## src/rtl/gen_frame_sequencer.sv

```systemverilog
// gen_frame_sequencer
//   Frame-level controller in front of the generator streaming datapath.
//   Accepts FRAME_PIXELS source pixels over valid/ready and forwards them
//   (registered) to the generator. It then pushes FLUSH_PIXELS zero pixels
//   to drain the pipeline, collects the first OUT_PIXELS generator outputs
//   and tags the last one. Completion, drain timeout and frame count are
//   reported.
//
// Ports
//   clk, rst_n                  clock, asynchronous active-low reset
//   start, abort                frame start (IDLE only), synchronous abort
//   src_valid/src_data/src_ready   upstream pixel handshake
//   gen_valid_in/gen_data_in    registered feed into the generator
//   gen_valid_out/gen_data_out  generator result stream
//   out_valid/out_data/out_last accepted output pixels, last tagged
//   busy, done                  state != IDLE, one-cycle end-of-frame pulse
//   err_timeout                 sticky drain timeout, cleared by next start
//   frame_cnt                   completed frames (timed-out ones included)
module gen_frame_sequencer #(
   parameter int DATA_WIDTH    = 16,
   parameter int FRAME_PIXELS  = 1024,
   parameter int FLUSH_PIXELS  = 200,
   parameter int OUT_PIXELS    = 1024,
   parameter int DRAIN_TIMEOUT = 4096,
   parameter int CNT_W         = 16
) (
   input  logic                  clk,
   input  logic                  rst_n,
   input  logic                  start,
   input  logic                  abort,
   input  logic                  src_valid,
   input  logic [DATA_WIDTH-1:0] src_data,
   output logic                  src_ready,
   output logic                  gen_valid_in,
   output logic [DATA_WIDTH-1:0] gen_data_in,
   input  logic                  gen_valid_out,
   input  logic [DATA_WIDTH-1:0] gen_data_out,
   output logic                  out_valid,
   output logic [DATA_WIDTH-1:0] out_data,
   output logic                  out_last,
   output logic                  busy,
   output logic                  done,
   output logic                  err_timeout,
   output logic [15:0]           frame_cnt
);

   localparam logic [CNT_W-1:0] FRAME_C = CNT_W'(FRAME_PIXELS);
   localparam logic [CNT_W-1:0] FLUSH_C = CNT_W'(FLUSH_PIXELS);
   localparam logic [CNT_W-1:0] OUT_C   = CNT_W'(OUT_PIXELS);
   localparam logic [CNT_W-1:0] TMO_C   = CNT_W'(DRAIN_TIMEOUT);

   typedef enum logic [2:0] {
      S_IDLE,
      S_FEED,
      S_FLUSH,
      S_DRAIN,
      S_DONE
   } state_t;

   state_t                state_q, state_d;
   logic [CNT_W-1:0]      in_cnt_q, in_cnt_d;
   logic [CNT_W-1:0]      flush_cnt_q, flush_cnt_d;
   logic [CNT_W-1:0]      out_cnt_q, out_cnt_d;
   logic [CNT_W-1:0]      idle_cnt_q, idle_cnt_d;
   logic                  err_timeout_q, err_timeout_d;
   logic [15:0]           frame_cnt_q, frame_cnt_d;
   logic                  gen_valid_in_q, gen_valid_in_d;
   logic [DATA_WIDTH-1:0] gen_data_in_q, gen_data_in_d;
   logic                  out_valid_q, out_valid_d;
   logic [DATA_WIDTH-1:0] out_data_q, out_data_d;
   logic                  out_last_q, out_last_d;

   logic xfer;
   logic out_active;

   assign xfer       = (state_q == S_FEED) && src_valid;
   assign out_active = (state_q == S_FEED) || (state_q == S_FLUSH) ||
                       (state_q == S_DRAIN);

   always_comb begin
      state_d        = state_q;
      in_cnt_d       = in_cnt_q;
      flush_cnt_d    = flush_cnt_q;
      out_cnt_d      = out_cnt_q;
      idle_cnt_d     = idle_cnt_q;
      err_timeout_d  = err_timeout_q;
      frame_cnt_d    = frame_cnt_q;
      gen_valid_in_d = 1'b0;
      gen_data_in_d  = gen_data_in_q;
      out_valid_d    = 1'b0;
      out_data_d     = out_data_q;
      out_last_d     = 1'b0;

      // Only the first OUT_PIXELS results of a frame are forwarded; later
      // ones are flush artefacts and are dropped.
      if (out_active && gen_valid_out && (out_cnt_q < OUT_C)) begin
         out_valid_d = 1'b1;
         out_data_d  = gen_data_out;
         out_cnt_d   = out_cnt_q + 1'b1;
         out_last_d  = ((out_cnt_q + 1'b1) == OUT_C);
      end

      case (state_q)
         S_IDLE: begin
            if (start) begin
               state_d       = S_FEED;
               in_cnt_d      = '0;
               flush_cnt_d   = '0;
               out_cnt_d     = '0;
               idle_cnt_d    = '0;
               err_timeout_d = 1'b0;
            end
         end
         S_FEED: begin
            if (xfer) begin
               gen_valid_in_d = 1'b1;
               gen_data_in_d  = src_data;
               in_cnt_d       = in_cnt_q + 1'b1;
               if ((in_cnt_q + 1'b1) == FRAME_C)
                  state_d = (FLUSH_PIXELS == 0) ? S_DRAIN : S_FLUSH;
            end
         end
         S_FLUSH: begin
            // The feed register trails the state by one cycle, so FLUSH
            // stays one cycle longer than the number of zeros it loads;
            // the last zero is on the bus in that extra cycle and DRAIN
            // starts with gen_valid_in low.
            if (flush_cnt_q < FLUSH_C) begin
               gen_valid_in_d = 1'b1;
               gen_data_in_d  = '0;
               flush_cnt_d    = flush_cnt_q + 1'b1;
            end else begin
               state_d = S_DRAIN;
            end
         end
         S_DRAIN: begin
            if (out_cnt_q == OUT_C) begin
               state_d = S_DONE;
            end else if (gen_valid_out) begin
               idle_cnt_d = '0;
            end else if ((idle_cnt_q + 1'b1) >= TMO_C) begin
               idle_cnt_d    = idle_cnt_q + 1'b1;
               err_timeout_d = 1'b1;
               state_d       = S_DONE;
            end else begin
               idle_cnt_d = idle_cnt_q + 1'b1;
            end
         end
         S_DONE: begin
            frame_cnt_d = frame_cnt_q + 1'b1;
            state_d     = S_IDLE;
         end
         default: state_d = S_IDLE;
      endcase

      // Abort wins over everything and leaves frame status untouched.
      if (abort) begin
         state_d        = S_IDLE;
         gen_valid_in_d = 1'b0;
         out_valid_d    = 1'b0;
         out_last_d     = 1'b0;
         frame_cnt_d    = frame_cnt_q;
         err_timeout_d  = err_timeout_q;
      end
   end

   always_ff @(posedge clk or negedge rst_n) begin
      if (!rst_n) begin
         state_q        <= S_IDLE;
         in_cnt_q       <= '0;
         flush_cnt_q    <= '0;
         out_cnt_q      <= '0;
         idle_cnt_q     <= '0;
         err_timeout_q  <= 1'b0;
         frame_cnt_q    <= '0;
         gen_valid_in_q <= 1'b0;
         gen_data_in_q  <= '0;
         out_valid_q    <= 1'b0;
         out_data_q     <= '0;
         out_last_q     <= 1'b0;
      end else begin
         state_q        <= state_d;
         in_cnt_q       <= in_cnt_d;
         flush_cnt_q    <= flush_cnt_d;
         out_cnt_q      <= out_cnt_d;
         idle_cnt_q     <= idle_cnt_d;
         err_timeout_q  <= err_timeout_d;
         frame_cnt_q    <= frame_cnt_d;
         gen_valid_in_q <= gen_valid_in_d;
         gen_data_in_q  <= gen_data_in_d;
         out_valid_q    <= out_valid_d;
         out_data_q     <= out_data_d;
         out_last_q     <= out_last_d;
      end
   end

   assign src_ready    = (state_q == S_FEED);
   assign gen_valid_in = gen_valid_in_q;
   assign gen_data_in  = gen_data_in_q;
   assign out_valid    = out_valid_q;
   assign out_data     = out_data_q;
   assign out_last     = out_last_q;
   assign busy         = (state_q != S_IDLE);
   assign done         = (state_q == S_DONE);
   assign err_timeout  = err_timeout_q;
   assign frame_cnt    = frame_cnt_q;

endmodule
```

## config.mk

```make
export PLATFORM = sky130hd
export DESIGN_NAME = gen_frame_sequencer
export DESIGN_NICKNAME = d
export VERILOG_FILES = /design/src/rtl/gen_frame_sequencer.sv
export SDC_FILE = /design/constraint.sdc
export NUM_CORES = 1
export LEC_CHECK = 0
export BUFFER_PORTS_ARGS = -buffer_cell sky130_fd_sc_hd__buf_2
export CAP_MARGIN = 20
export CORE_ASPECT_RATIO = 1.4
export CORE_MARGIN = 2
export CORE_UTILIZATION = 55
export CTS_CLUSTER_SIZE = 20
export DETAILED_ROUTE_END_ITERATION = 7
export GPL_TIMING_DRIVEN = 0
export PLACE_DENSITY = 0.79
export REMOVE_ABC_BUFFERS = 1
export SYNTH_ARGS = -nofsm -noshare
export SYNTH_HDL_FRONTEND = slang
export SYNTH_SLANG_ARGS = --single-unit
```

## constraint.sdc

```tcl
create_clock -name clk -period 4.7 [get_ports clk]
set_input_delay 0.235 -clock clk [delete_from_list [all_inputs] [get_ports clk]]
set_output_delay 0.235 -clock clk [all_outputs]
set_load 0.005 [all_outputs]
```

==> summary.txt, run 1 <==
Run status
  • Run status: complete, no violations

Job
  • Max-cap viol count: 0

Clocking
  • Post-cts sizing count: 0
  • Post-CTS Repair Setup Buffers: 0
  • H-Tree Depth: 4
  • CTS Buffer Depth: 2
  • CTS Sinks: 119
  • Root buf cell: clkbuf_16
  • Post-CTS Hold Buffers: 1
  • CTS tree: done
  • TritonCTS Buffers: 17
  • Worst-path clk slew: 50 ps
  • Skew-Pair Late Insertion Delay: 410 ps

Setup path
  • CP Max Fanout: 20
  • Worst endpoint data arrival time: 3060 ps
  • Critical path class: reg -> reg
  • Reg2reg path depth: 6
  • R2R setup slack: 1890 ps
  • CP required: 4960 ps
  • CP Capture Type: flop
  • CP Launch Type: flop

Global route
  • First-pass GRT wire length: 23260 µm
  • Initial antenna violation count: 0
  • M1 GR Usage: 30.65%
  • GR Util met2: 43.28%
  • Vias in the first global route: 5052
  • Grt ovf: 0
  • GR Util All Layers: 24.91%
  • Busiest grt layer: met2
  • Met3 usage: 5.181%
  • Largest net degree at the start of global routing: 62

Timing
  • Post-route setup TNS: 0 ps
  • Worst Clk Skew: 5.750 ps
  • Max frequency: 0.3565 GHz
  • Final clock period utilization by the worst path: 59.69%
  • RSZ-0062 raised after global routing: false
  • Slew headroom: 39.15%
  • Max-slew violation count: 0
  • Worst-Margin Slew: 909.3 ps
  • Endpoints failing hold: 0
  • Setup violators final: 0
  • Final worst path period need: 2805 ps

Placement
  • Post-detail-place hpwl: 8906 µm
  • Number of I/O port buffers: 92
  • RePlAce Congestion: 0.8911
  • Post-Place Cell Area: 6380 µm²

Synth
  • Main area contributors after synthesis: dfrtp_1, nand2_1, nor2_1
  • #FFs+latches synth: 119
  • Post-synthesis mux area share: 0.9081%
  • Mapped Area: 5787 µm²
  • Most used DFF post-synth: dfrtp_1
  • EDFF count, synth: 0
  • Post-Synth XOR/XNOR Area: 6.962%
  • Mapped Cells: 629
  • Ys async rst share: 100.0%
  • Register area share after synthesis: 51.46%
  • Leading area contributor after synthesis: dfrtp_1
  • Adder-Cell Fraction of Synth Area: 1.730%
  • Post-synthesis average cell area: 9.200 µm²
  • Synth top area share: 51.46%
  • Post-synthesis compound-gate area fraction: 10.75%
  • Post-Synth Simple-Gate Area: 25.25%
  • Largest family of logic cells by synthesized area: simple AND/OR/NAND/NOR gates
  • Netlist cell types: 53
  • Syn. warnings: 0

Floorplanning
  • Die H: 125.4 µm
  • Core Area: 10290 µm²
  • I/O pin cnt: 93
  • Rows: 44
  • Die width: 90.69 µm
  • Die Area: 11370 µm²
  • Initial core utilization: 56.21%

Pwr
  • Peak VDD IR: 0.2659 mV
  • Leakage: 3.474 nW
  • Proportion of power drawn by flip-flops and latches: 41.8%
  • PwrDens: 393.3 nW/µm²
  • Sw Pwr: 0.6641 mW
  • Cell-internal power: 2.098 mW
  • Clk pwr share: 48.3%
  • Switching power share of the total: 24.05%
  • Logic gate share of total power: 9.9%

Detailed routing
  • Vias after detailed routing: 4989
  • Drt pass-1 iters: 7
  • Antenna-violating nets left: 0
  • # DRC: 0
  • Iter 0 DRT Violations: 360
  • Final WL: 13620 µm
  • Vias per Instance: 5.761
  • Routed wire length per instance: 15.72 µm

Finish
  • Area grow syn2layout: 21.34%
  • Multi-input logic area: 2648 µm²
  • Fillers: 799
  • Final #Nets: 762
  • Final Cell Area: 7022 µm²
  • N_diodes: 0
  • Share of cells above drive strength 1: 18.27%
  • Sequential cell area: 2978 µm²

Worst hold path
  • WHS Path Cells: 3
  • Hold Path Class: in -> reg
==> Yosys cell counts, drive strengths merged (2+ instances only) <==
cell type	n
nor2	64
nand4	14
dfrtp	119
nand2	117
o31ai	2
ha	8
nand2b	2
or3	7
and2	11
o211ai	2
nor3	10
clkbuf	24
inv	13
mux2i	3
nand3	43
a21oi	22
or2b	2
mux2	2
xnor2	19
and4	6
and3	15
or4	3
a31oi	8
a31o	3
o2111ai	8
nor4	7
buf	6
nor4b	2
a211oi	2
xor2	27
o21ai	41
==> power groups by stage <==
stage	Sequential, mW	Clock (mW)	Combinational (mW)
floorplan	1.17	0	0.119
global route	1.17	1.39	0.310
CTS	1.15	1.34	0.273
global placement	1.17	0	0.252
detailed placement	1.17	0	0.271
finish	1.16	1.33	0.273
==> through the flow <==
| stage | power, mW | instances | util (%) | hold WS, ps | worst slack, ps |
|---|---|---|---|---|---|
| after floorplan | 1.287 | 599 | - | -60.59 | 2239 |
| after global placement | 1.417 | 829 | 61.18 | 425.2 | 1558 |
| after detailed placement | 1.441 | 832 | 61.97 | 247.9 | 1957 |
| after CTS | 2.769 | 864 | 67.99 | 5.331 | 1929 |
| after global routing | 2.865 | 866 | 68.21 | 22.75 | 1666 |
| final | 2.762 | 866 | 68.21 | 16.48 | 1895 |
==> layout by cell type (no fill, tap or decap), drive strengths merged, types with 3 or more instances in the layout <==
| cell | netlist | layout |
|---|---|---|
| xnor2 | 19 | 19 |
| nand3 | 43 | 43 |
| buf | 6 | 97 |
| inv | 13 | 13 |
| dfrtp | 119 | 119 |
| and4 | 6 | 6 |
| nor3 | 10 | 10 |
| and2 | 11 | 11 |
| o2111ai | 8 | 8 |
| nor2 | 64 | 64 |
| nand4 | 14 | 14 |
| clkbuf | 24 | 24 |
| xor2 | 27 | 27 |
| mux2i | 3 | 3 |
| a21oi | 22 | 22 |
| a31o | 3 | 3 |
| ha | 8 | 8 |
| o21ai | 41 | 41 |
| clkinvlp | 0 | 3 |
| nor4 | 7 | 7 |
| bufinv | 0 | 3 |
| nand2 | 117 | 117 |
| or3 | 7 | 7 |
| and3 | 15 | 15 |
| a31oi | 8 | 8 |
| or4 | 3 | 3 |
==> layer usage <==
layer / vias up / share of wire (%) / wire length, µm
met5: - / 0 / 0
met4: 0 / 1.8 / 240
met3: 25 / 4.0 / 546
met2: 156 / 53 / 7200
met1: 2437 / 41 / 5628
li1: 2371 / - / -
==> final timing paths <==
path,start,end
worst min register to register,gen_data_in[6]$_DFFE_PN0P_,gen_data_in[6]$_DFFE_PN0P_
worst max register to register,state_q[2]$_DFFE_PN0P_,idle_cnt_q[2]$_DFFE_PN0P_
min in group asynchronous,rst_n,frame_cnt[6]$_DFFE_PN0P_
worst max-delay path,state_q[2]$_DFFE_PN0P_,idle_cnt_q[2]$_DFFE_PN0P_
worst min-delay path,gen_data_out[0],out_data[0]$_DFFE_PN0P_
max in group asynchronous,rst_n,out_cnt_q[2]$_DFF_PN0_
==> state kept, by name (all words and copies together) (netlist names) <==
signal	cells
out_valid	1
gen_data_in	16
out_data	16
in_cnt_q	16
out_last	1
state_q	3
frame_cnt	16
gen_valid_in	1
flush_cnt_q	16
idle_cnt_q	16
err_timeout	1
out_cnt_q	16
==> final cells by class <==
type / instances / share of cell area [%]
Multi-Input combinational cell: 467 / 37.70
Tap cell: 138 / 2.459
Clock buffer: 24 / 7.003
Timing Repair Buffer: 98 / 8.054
Inverter: 13 / 0.6949
Sequential cell: 119 / 42.41
Clock inverter: 7 / 1.675
==> critical path: stages (launching register included) <==
cell	delay, ps
dfrtp_1	510
nor3_1	400
and2_1	600
buf_16	230
nor2_1	130
a21oi_1	650
nor2_1	120
==> kinds of logic (layout without fill, tap and decap cells) <==
| family | count (synthesis) | after routing |
|---|---|---|
| mux | 5 | 5 |
| fa+ha+maj | 8 | 8 |
| compound gates | 101 | 101 |
| buf+inv | 43 | 142 |
| xor+xnor | 46 | 46 |
| flops | 119 | 119 |
| simple gates | 307 | 307 |
No activity file was read; power rests on OpenSTA's default activity.
==> run 2: changes to the inputs <==
--- a/config.mk
+++ b/config.mk
@@ -5,6 +5,7 @@
 export SDC_FILE = /design/constraint.sdc
 export NUM_CORES = 1
 export LEC_CHECK = 0
+export ABC_AREA = 1
 export BUFFER_PORTS_ARGS = -buffer_cell sky130_fd_sc_hd__buf_2
 export CAP_MARGIN = 20
 export CORE_ASPECT_RATIO = 1.4
==> constraint.sdc (replaced) <==
create_clock -name clk -period 2.9 [get_ports clk]
set_input_delay 0.145 -clock clk [delete_from_list [all_inputs] [get_ports clk]]
set_output_delay 0.145 -clock clk [all_outputs]
set_load 0.005 [all_outputs]
==> summary.txt, run 2 <==
Clocking
  • CTS Sinks: 119 (unchanged)
  • Worst-path clk slew: 50 ps (about the same)
  • CTS Buffer Depth: 2 (unchanged)
  • Skew-Pair Late Insertion Delay: 410 ps (about the same)
  • Post-CTS Repair Setup Buffers: 0 (unchanged)
  • TritonCTS Buffers: 17 (unchanged)
  • Root buf cell: clkbuf_16
  • CTS tree: done
  • H-Tree Depth: 4 (unchanged)

Synth
  • Commonest cells post-synth: nand2_1, dfrtp_1, nor2_1, inv_1, o21ai_0
  • Leading area contributor after synthesis: dfrtp_1
  • Adder-Cell Fraction of Synth Area: 1.686% (-0.044 points)
  • Ys async rst share: 100.0% (unchanged)
  • Post-synthesis compound-gate area fraction: 8.872% (-1.9 points)
  • Register area share after synthesis: 50.16% (-1.3 points)
  • Post-synthesis average cell area: 8.088 µm² (-12%)
  • Post-Synth Simple-Gate Area: 28.30% (+3.0 points)
  • Mapped Cells: 734 (+17%)
  • Netlist cell types: 42 (-21%)
  • Most used DFF post-synth: dfrtp_1
  • Mapped Area: 5937 µm² (+2.6%)
  • Most frequent cell after synthesis: nand2_1
  • Syn. warnings: 0 (unchanged)
  • EDFF count, synth: 0 (unchanged)
  • Main area contributors after synthesis: dfrtp_1, nand2_1, nor2_1
  • #FFs+latches synth: 119 (unchanged)
  • Post-Synth XOR/XNOR Area: 3.688% (-3.3 points)
  • Synth top area share: 50.16% (-1.3 points)
  • Post-synthesis mux area share: 0.1897% (-0.72 points)
  • Largest family of logic cells by synthesized area: simple AND/OR/NAND/NOR gates

Floorplanning
  • Core Area: 10460 µm² (+1.6%)
  • Initial core utilization: 56.76% (+0.55 points)
  • Die H: 126.9 µm (+1.2%)
  • Die width: 91.81 µm (+1.2%)
  • Rows: 44 (unchanged)
  • I/O pin cnt: 93 (unchanged)
  • Die Area: 11650 µm² (+2.5%)

Worst hold path
  • Min-delay src: src_data[13]
  • WHS Path Cells: 3 (unchanged)
  • Hold Path Class: in -> reg
  • Hold EP: gen_data_in[13]$_DFFE_PN0P_

Timing
  • Slew headroom: 60.07% (+21 points)
  • Endpoints failing hold: 0 (unchanged)
  • Worst Clk Skew: 6.631 ps (+0.8807 ps)
  • Max-slew violation count: 0 (unchanged)
  • Setup slack after layout: 445.5 ps (-1449 ps)
  • RSZ-0062 raised after global routing: false
  • Max frequency: 0.4074 GHz (+14%)
  • Final clock period utilization by the worst path: 84.64% (+25 points)
  • Final worst path period need: 2454 ps (-350.7 ps)
  • Worst-Margin Slew: 593.5 ps (-315.8 ps)
  • Setup violators final: 0 (unchanged)
  • Post-route setup TNS: 0 ps (unchanged)

Detailed routing
  • Final WL: 13830 µm (+1.6%)
  • Iter 0 DRT Violations: 331 (-8.1%)
  • Vias after detailed routing: 5333 (+6.9%)
  • Drt pass-1 iters: 5 (-2)
  • Routed wire length per instance: 13.73 µm (-13%)
  • Antenna-violating nets left: 0 (unchanged)
  • Vias per Instance: 5.296 (-8.1%)
  • # DRC: 0 (unchanged)

Pwr
  • PwrDens: 834.4 nW/µm² (+110%)
  • Peak VDD IR: 0.5721 mV (+120%)
  • Leakage: 3.692 nW (+6.3%)
  • Power Total: 6.183 mW (+120%)

Global route
  • Largest net degree at the start of global routing: 74 (+19%)
  • Vias in the first global route: 5277 (+4.5%)
  • First-pass GRT wire length: 23710 µm (+1.9%)
  • Initial antenna violation count: 0 (unchanged)
  • Grt ovf: 0 (unchanged)
  • GR Util All Layers: 25.02% (+0.12 points)

Setup path
  • CP Launch Type: flop
  • Worst endpoint data arrival time: 2750 ps (-310 ps)
  • CP dominant cell by count: nand2_1
  • CP max stage cell: nand2_1
  • CP required: 3190 ps (-1770 ps)
  • Reg2reg path depth: 5 (-1)
  • CP top delay family: simple AND/OR/NAND/NOR gates
  • CP Capture Type: flop
  • CP max stage delay: 510 ps (-140 ps)
  • CP Max Fanout: 13 (-35%)
  • Buf/Inv on CP: 1 (unchanged)
  • Reg2reg end: in_cnt_q[5]$_DFFE_PN0P_
  • R2R setup slack: 450 ps (-1450 ps)
  • Critical path class: reg -> reg
  • Cell Chain, Critical Path: nor3_1 > nand2_1 > nand2_1 > inv_1 > a22o_1
  • FF-to-FF Start: state_q[2]$_DFFE_PN0P_

Placement
  • Cell count after placement: 951 (+14%)
  • Setup WS pre-CTS: 276.0 ps (-1681 ps)
  • Post-detail-place hpwl: 9181 µm (+3.1%)
  • Number of I/O port buffers: 92 (unchanged)
  • RePlAce Congestion: 0.8682 (-2.6%)

Finish
  • Area grow syn2layout: 24.81%
  • N_diodes: 0 (unchanged)
  • Most frequent cells in the layout: nand2_1, dfrtp_1, nor2_1
  • Share of cells above drive strength 1: 18.41% (+0.14 points)
  • Fillers: 763 (-4.5%)
  • Commonest non-fill, non-tap cell in the layout: nand2_1
  • Non-filler cells, final: 1007 (+16%)
  • Final #Nets: 903 (+19%)

Run status
  • Run status: complete, no violations

Job
  • Max-cap viol count: 0 (unchanged)
## run 2: changes by cell type after synthesis, sizes merged, moves of 7 or more
cell | previous run | this run
or3 | 7 | 0
nor2 | 64 | 130
o2111ai | 8 | 0
clkbuf | 24 | 7
nand3 | 43 | 36
nand2 | 117 | 171
and2 | 11 | 0
and3 | 15 | 1
xnor2 | 19 | 6
nand4 | 14 | 24
xor2 | 27 | 19
inv | 13 | 95
## run 2: cell type report
class                      count  area [µm²]  area share (%)
clock buffer                  18       429.2           5.792
tap                          138       172.7           2.330
clock inverter                13       181.4           2.448
multi-input combinational    505        2539           34.26
timing repair buffer         118       749.5           10.11
inverter                      96       360.3           4.863
sequential                   119        2978           40.19
## run 2: timing repair
item / CTS / global route
hold endpoints to repair: 72 / 0
resized for setup: 0 / 1
endpoints found under the setup margin: 0 / 3
hold buffers: 24 / 0
## run 2: kinds of logic after synthesis
kind of cell	count (synthesis)
simple gates	378
flops	119
buf+inv	110
compound gates	93
xor+xnor	25
fa+ha+maj	8
mux	1
## run 2: through the flow
stage	area (µm²)	hold slack, ps	utilization (%)
3_5_place_dp	6543	104.9	62.55
6_report	7410	5.957	70.84
3_3_place_gp	6509	361.7	62.22
5_1_grt	7410	4.517	70.84
2_1_floorplan	5876	-150.6	-
4_1_cts	7393	2.267	70.68
## run 2: how the worst max path moves through the flow
| stage | startpoint | endpoint | cells past startpoint |
|---|---|---|---|
| final | state_q[2]$_DFFE_PN0P_ | in_cnt_q[5]$_DFFE_PN0P_ | 5 |
| after global routing | state_q[1]$_DFFE_PN0P_ | idle_cnt_q[10]$_DFFE_PN0P_ | 10 |
| after CTS | out_cnt_q[15]$_DFF_PN0_ | out_cnt_q[9]$_DFF_PN0_ | 7 |
| after detailed placement | out_cnt_q[14]$_DFF_PN0_ | out_cnt_q[2]$_DFF_PN0_ | 7 |
| after global placement | rst_n | frame_cnt[8]$_DFFE_PN0P_ | 1 |
| after floorplan | out_cnt_q[13]$_DFF_PN0_ | out_cnt_q[10]$_DFF_PN0_ | 7 |
## run 2: worst reg2reg max path, cell delays in order (launching register included)
cell and delay, ps:
dfrtp_1 480, nor3_1 490, nand2_1 430, nand2_1 510
inv_1 180, a22o_1 240
## run 2: power breakdown
part / leakage [nW] / total, mW / internal, mW / switching [mW]
clock network: 0.295 / 2.17 / 1.43 / 0.746
logic: 1.83 / 1.75 / 0.625 / 1.12
registers: 1.57 / 2.26 / 2.02 / 0.247
total: 3.69 / 6.18 / 4.07 / 2.11
## run 2: layer usage
metal	vias to the layer above	wire (µm)	GRT usage, %
met2	178	6941	42.99
li1	2592	-	-
met4	0	297	8.955
met3	34	809	6.295
met1	2529	5780	30.61
met5	-	0	0
==> run 3: changes to the inputs <==
==> constraint.sdc (replaced) <==
create_clock -name clk -period 2.6 [get_ports clk]
set_input_delay 0.13 -clock clk [delete_from_list [all_inputs] [get_ports clk]]
set_output_delay 0.13 -clock clk [all_outputs]
set_load 0.005 [all_outputs]
==> summary.txt, run 3 (synthesis gave the netlist of run 2 again) <==
Clocking
  • TritonCTS Buffers: 17 (unchanged)
  • Root buf cell: clkbuf_16
  • H-Tree Depth: 4 (unchanged)
  • Post-CTS Repair Setup Buffers: 0 (unchanged)
  • Worst-path clk slew: 60 ps (about the same)
  • Skew-Pair Late Insertion Delay: 410 ps (about the same)
  • CTS Sinks: 119 (unchanged)
  • CTS Buffer Depth: 2 (unchanged)
  • CTS tree: done

Run status
  • Run status: complete, no violations

Global route
  • First-pass GRT wire length: 24200 µm (+2.1%)
  • Largest net degree at the start of global routing: 74 (unchanged)
  • Initial antenna violation count: 0 (unchanged)
  • Grt ovf: 0 (unchanged)
  • GR Util All Layers: 25.58% (+0.56 points)
  • Vias in the first global route: 5396 (+2.3%)

Pwr
  • Sw Pwr: 2.373 mW (+12%)
  • Proportion of power drawn by flip-flops and latches: 36.6% (about the same)
  • Leakage: 3.725 nW (+0.90%)
  • Cell-internal power: 4.548 mW (+12%)
  • Logic gate share of total power: 28.4% (+0.2 points)
  • Clk pwr share: 35.0% (-0.2 points)
  • Switching power share of the total: 34.28% (+0.095 points)
  • Peak VDD IR: 0.6397 mV (+12%)
  • PwrDens: 923.7 nW/µm² (+11%)

Detailed routing
  • Vias after detailed routing: 5375 (+0.79%)
  • Vias per Instance: 5.296 (about the same)
  • Drt pass-1 iters: 7 (+2)
  • # DRC: 0 (unchanged)
  • Final WL: 14100 µm (+1.9%)
  • Iter 0 DRT Violations: 329 (-0.60%)
  • Routed wire length per instance: 13.89 µm (+1.1%)
  • Antenna-violating nets left: 0 (unchanged)

Timing
  • Max-slew violation count: 0 (unchanged)
  • Endpoints failing hold: 0 (unchanged)
  • Slew headroom: 58.93% (-1.1 points)
  • Setup slack after layout: 189.1 ps (-256.4 ps)
  • Final clock period utilization by the worst path: 92.73% (+8.1 points)
  • Worst-Margin Slew: 610.4 ps (+16.88 ps)
  • Final worst path period need: 2411 ps (-43.57 ps)
  • Worst Clk Skew: 6.135 ps (-0.4953 ps)
  • Max frequency: 0.4148 GHz (+1.8%)
  • Setup violators final: 0 (unchanged)
  • RSZ-0062 raised after global routing: false
  • Fin Hold WS: 9.214 ps (+3.258 ps)

Floorplanning
  • Die Area: 11650 µm² (unchanged)
  • Die width: 91.81 µm (unchanged)
  • Die H: 126.9 µm (unchanged)
  • Initial core utilization: 56.76% (unchanged)
  • Rows: 44 (unchanged)
  • I/O pin cnt: 93 (unchanged)
  • Core Area: 10460 µm² (unchanged)

Setup path
  • CP dominant cell by count: nand2_1
  • Cell Chain, Critical Path: nor3_1 > nand2_1 > nand2_1 > inv_1 > a22o_1
  • CP max stage delay: 510 ps (about the same)
  • CP top delay family: simple AND/OR/NAND/NOR gates
  • R2R setup slack: 190 ps (-260 ps)
  • CP required: 2890 ps (-300 ps)
  • CP Capture Type: flop
  • Critical path class: reg -> reg
  • Worst endpoint data arrival time: 2700 ps (-50 ps)
  • CP max stage cell: nand2_1
  • Buf/Inv on CP: 1 (unchanged)
  • CP Launch Type: flop
  • CP Max Fanout: 13 (unchanged)

Finish
  • Final Cell Area: 7492 µm² (+1.1%)
  • Fillers: 751 (-1.6%)
  • Non-filler cells, final: 1015 (+0.79%)
  • Commonest non-fill, non-tap cell in the layout: nand2_1
  • Final #Nets: 911 (+0.89%)
  • N_diodes: 0 (unchanged)
  • Share of cells above drive strength 1: 18.36% (-0.054 points)
  • Most frequent cells in the layout: nand2_1, dfrtp_1, nor2_1
  • Area grow syn2layout: 26.20%

Worst hold path
  • Hold Path Class: in -> reg

Placement
  • Cell count after placement: 951 (unchanged)
  • RePlAce Congestion: 0.8682 (unchanged)
  • Post-Place Cell Area: 6543 µm² (unchanged)
  • Number of I/O port buffers: 92 (unchanged)
  • Setup WS pre-CTS: -24.01 ps (-300.0 ps)
  • Post-detail-place hpwl: 9181 µm (unchanged)

Job
  • Max-cap viol count: 0 (unchanged)
[run 3: changes by cell type in the layout (fill, tap and decap cells not counted)]
cell           before  now
nand2_2             4    5
nand2_1           165  164
dlygate4sd3_1      24   32
[run 3: per-stage QoR]
step	util (%)	setup TNS [ps]	power (mW)
CTS	71.46	0	6.894
finish	71.63	0	6.921
floorplan	-	0	3.703
global placement	62.22	-1678	4.310
detailed placement	62.55	-62.53	4.406
global route	71.63	0	7.355
[run 3: what timing repair did]
| action | 4_1_cts | 5_1_grt |
|---|---|---|
| endpoints found under the setup margin | 4 | 1 |
| cloned | 0 | 0 |
| hold buffers | 32 | 0 |
| endpoints found under the hold margin | 80 | 0 |
| gates resized for setup | 1 | 1 |
| pin swaps | 0 | 0 |
[run 3: power groups by stage]
stage / Sequential [mW] / Combinational (mW) / Clock [mW]
3_5_place_dp: 2.54 / 1.86 / 0
4_1_cts: 2.52 / 1.92 / 2.45
3_3_place_gp: 2.52 / 1.79 / 0
2_1_floorplan: 2.54 / 1.17 / 0
6_report: 2.53 / 1.97 / 2.42
5_1_grt: 2.58 / 2.24 / 2.54
[run 3: worst reg2reg max path, delay by kind of cell, from the launching register on]
kind            cells  cell delay (ps)
flops               1              490
buf+inv             1              190
simple gates        3             1380
compound gates      1              240
[run 3: routing by layer]
| layer | share of wire [%] | vias up | GRT usage (%) |
|---|---|---|---|
| met5 | 0 | - | 0 |
| met3 | 5.7 | 31 | 6.413 |
| li1 | - | 2611 | - |
| met2 | 51 | 170 | 44.68 |
| met4 | 2.2 | 0 | 9.043 |
| met1 | 41 | 2563 | 30.69 |
[run 3: final timing paths]
check,to,cells past startpoint,start
max,in_cnt_q[5]$_DFFE_PN0P_,5,state_q[2]$_DFFE_PN0P_
min,gen_data_in[3]$_DFFE_PN0P_,3,src_data[3]
max reg2reg,in_cnt_q[5]$_DFFE_PN0P_,5,state_q[2]$_DFFE_PN0P_
min reg2reg,frame_cnt[15]$_DFFE_PN0P_,1,frame_cnt[15]$_DFFE_PN0P_
max in group asynchronous,idle_cnt_q[6]$_DFFE_PN0P_,3,rst_n
min in group asynchronous,gen_data_in[0]$_DFFE_PN0P_,2,rst_n
[run 3: final cells by class]
cell class              instances  area [µm²]  share of cell area (%)
clock inverters                13       181.4                   2.422
inverters                      96       360.3                   4.810
repair buffers                126       829.5                   11.07
clock buffers                  18       429.2                   5.728
flip-flops and latches        119        2978                   39.75
well taps                     138       172.7                   2.305
multi-input cells             505        2541                   33.92
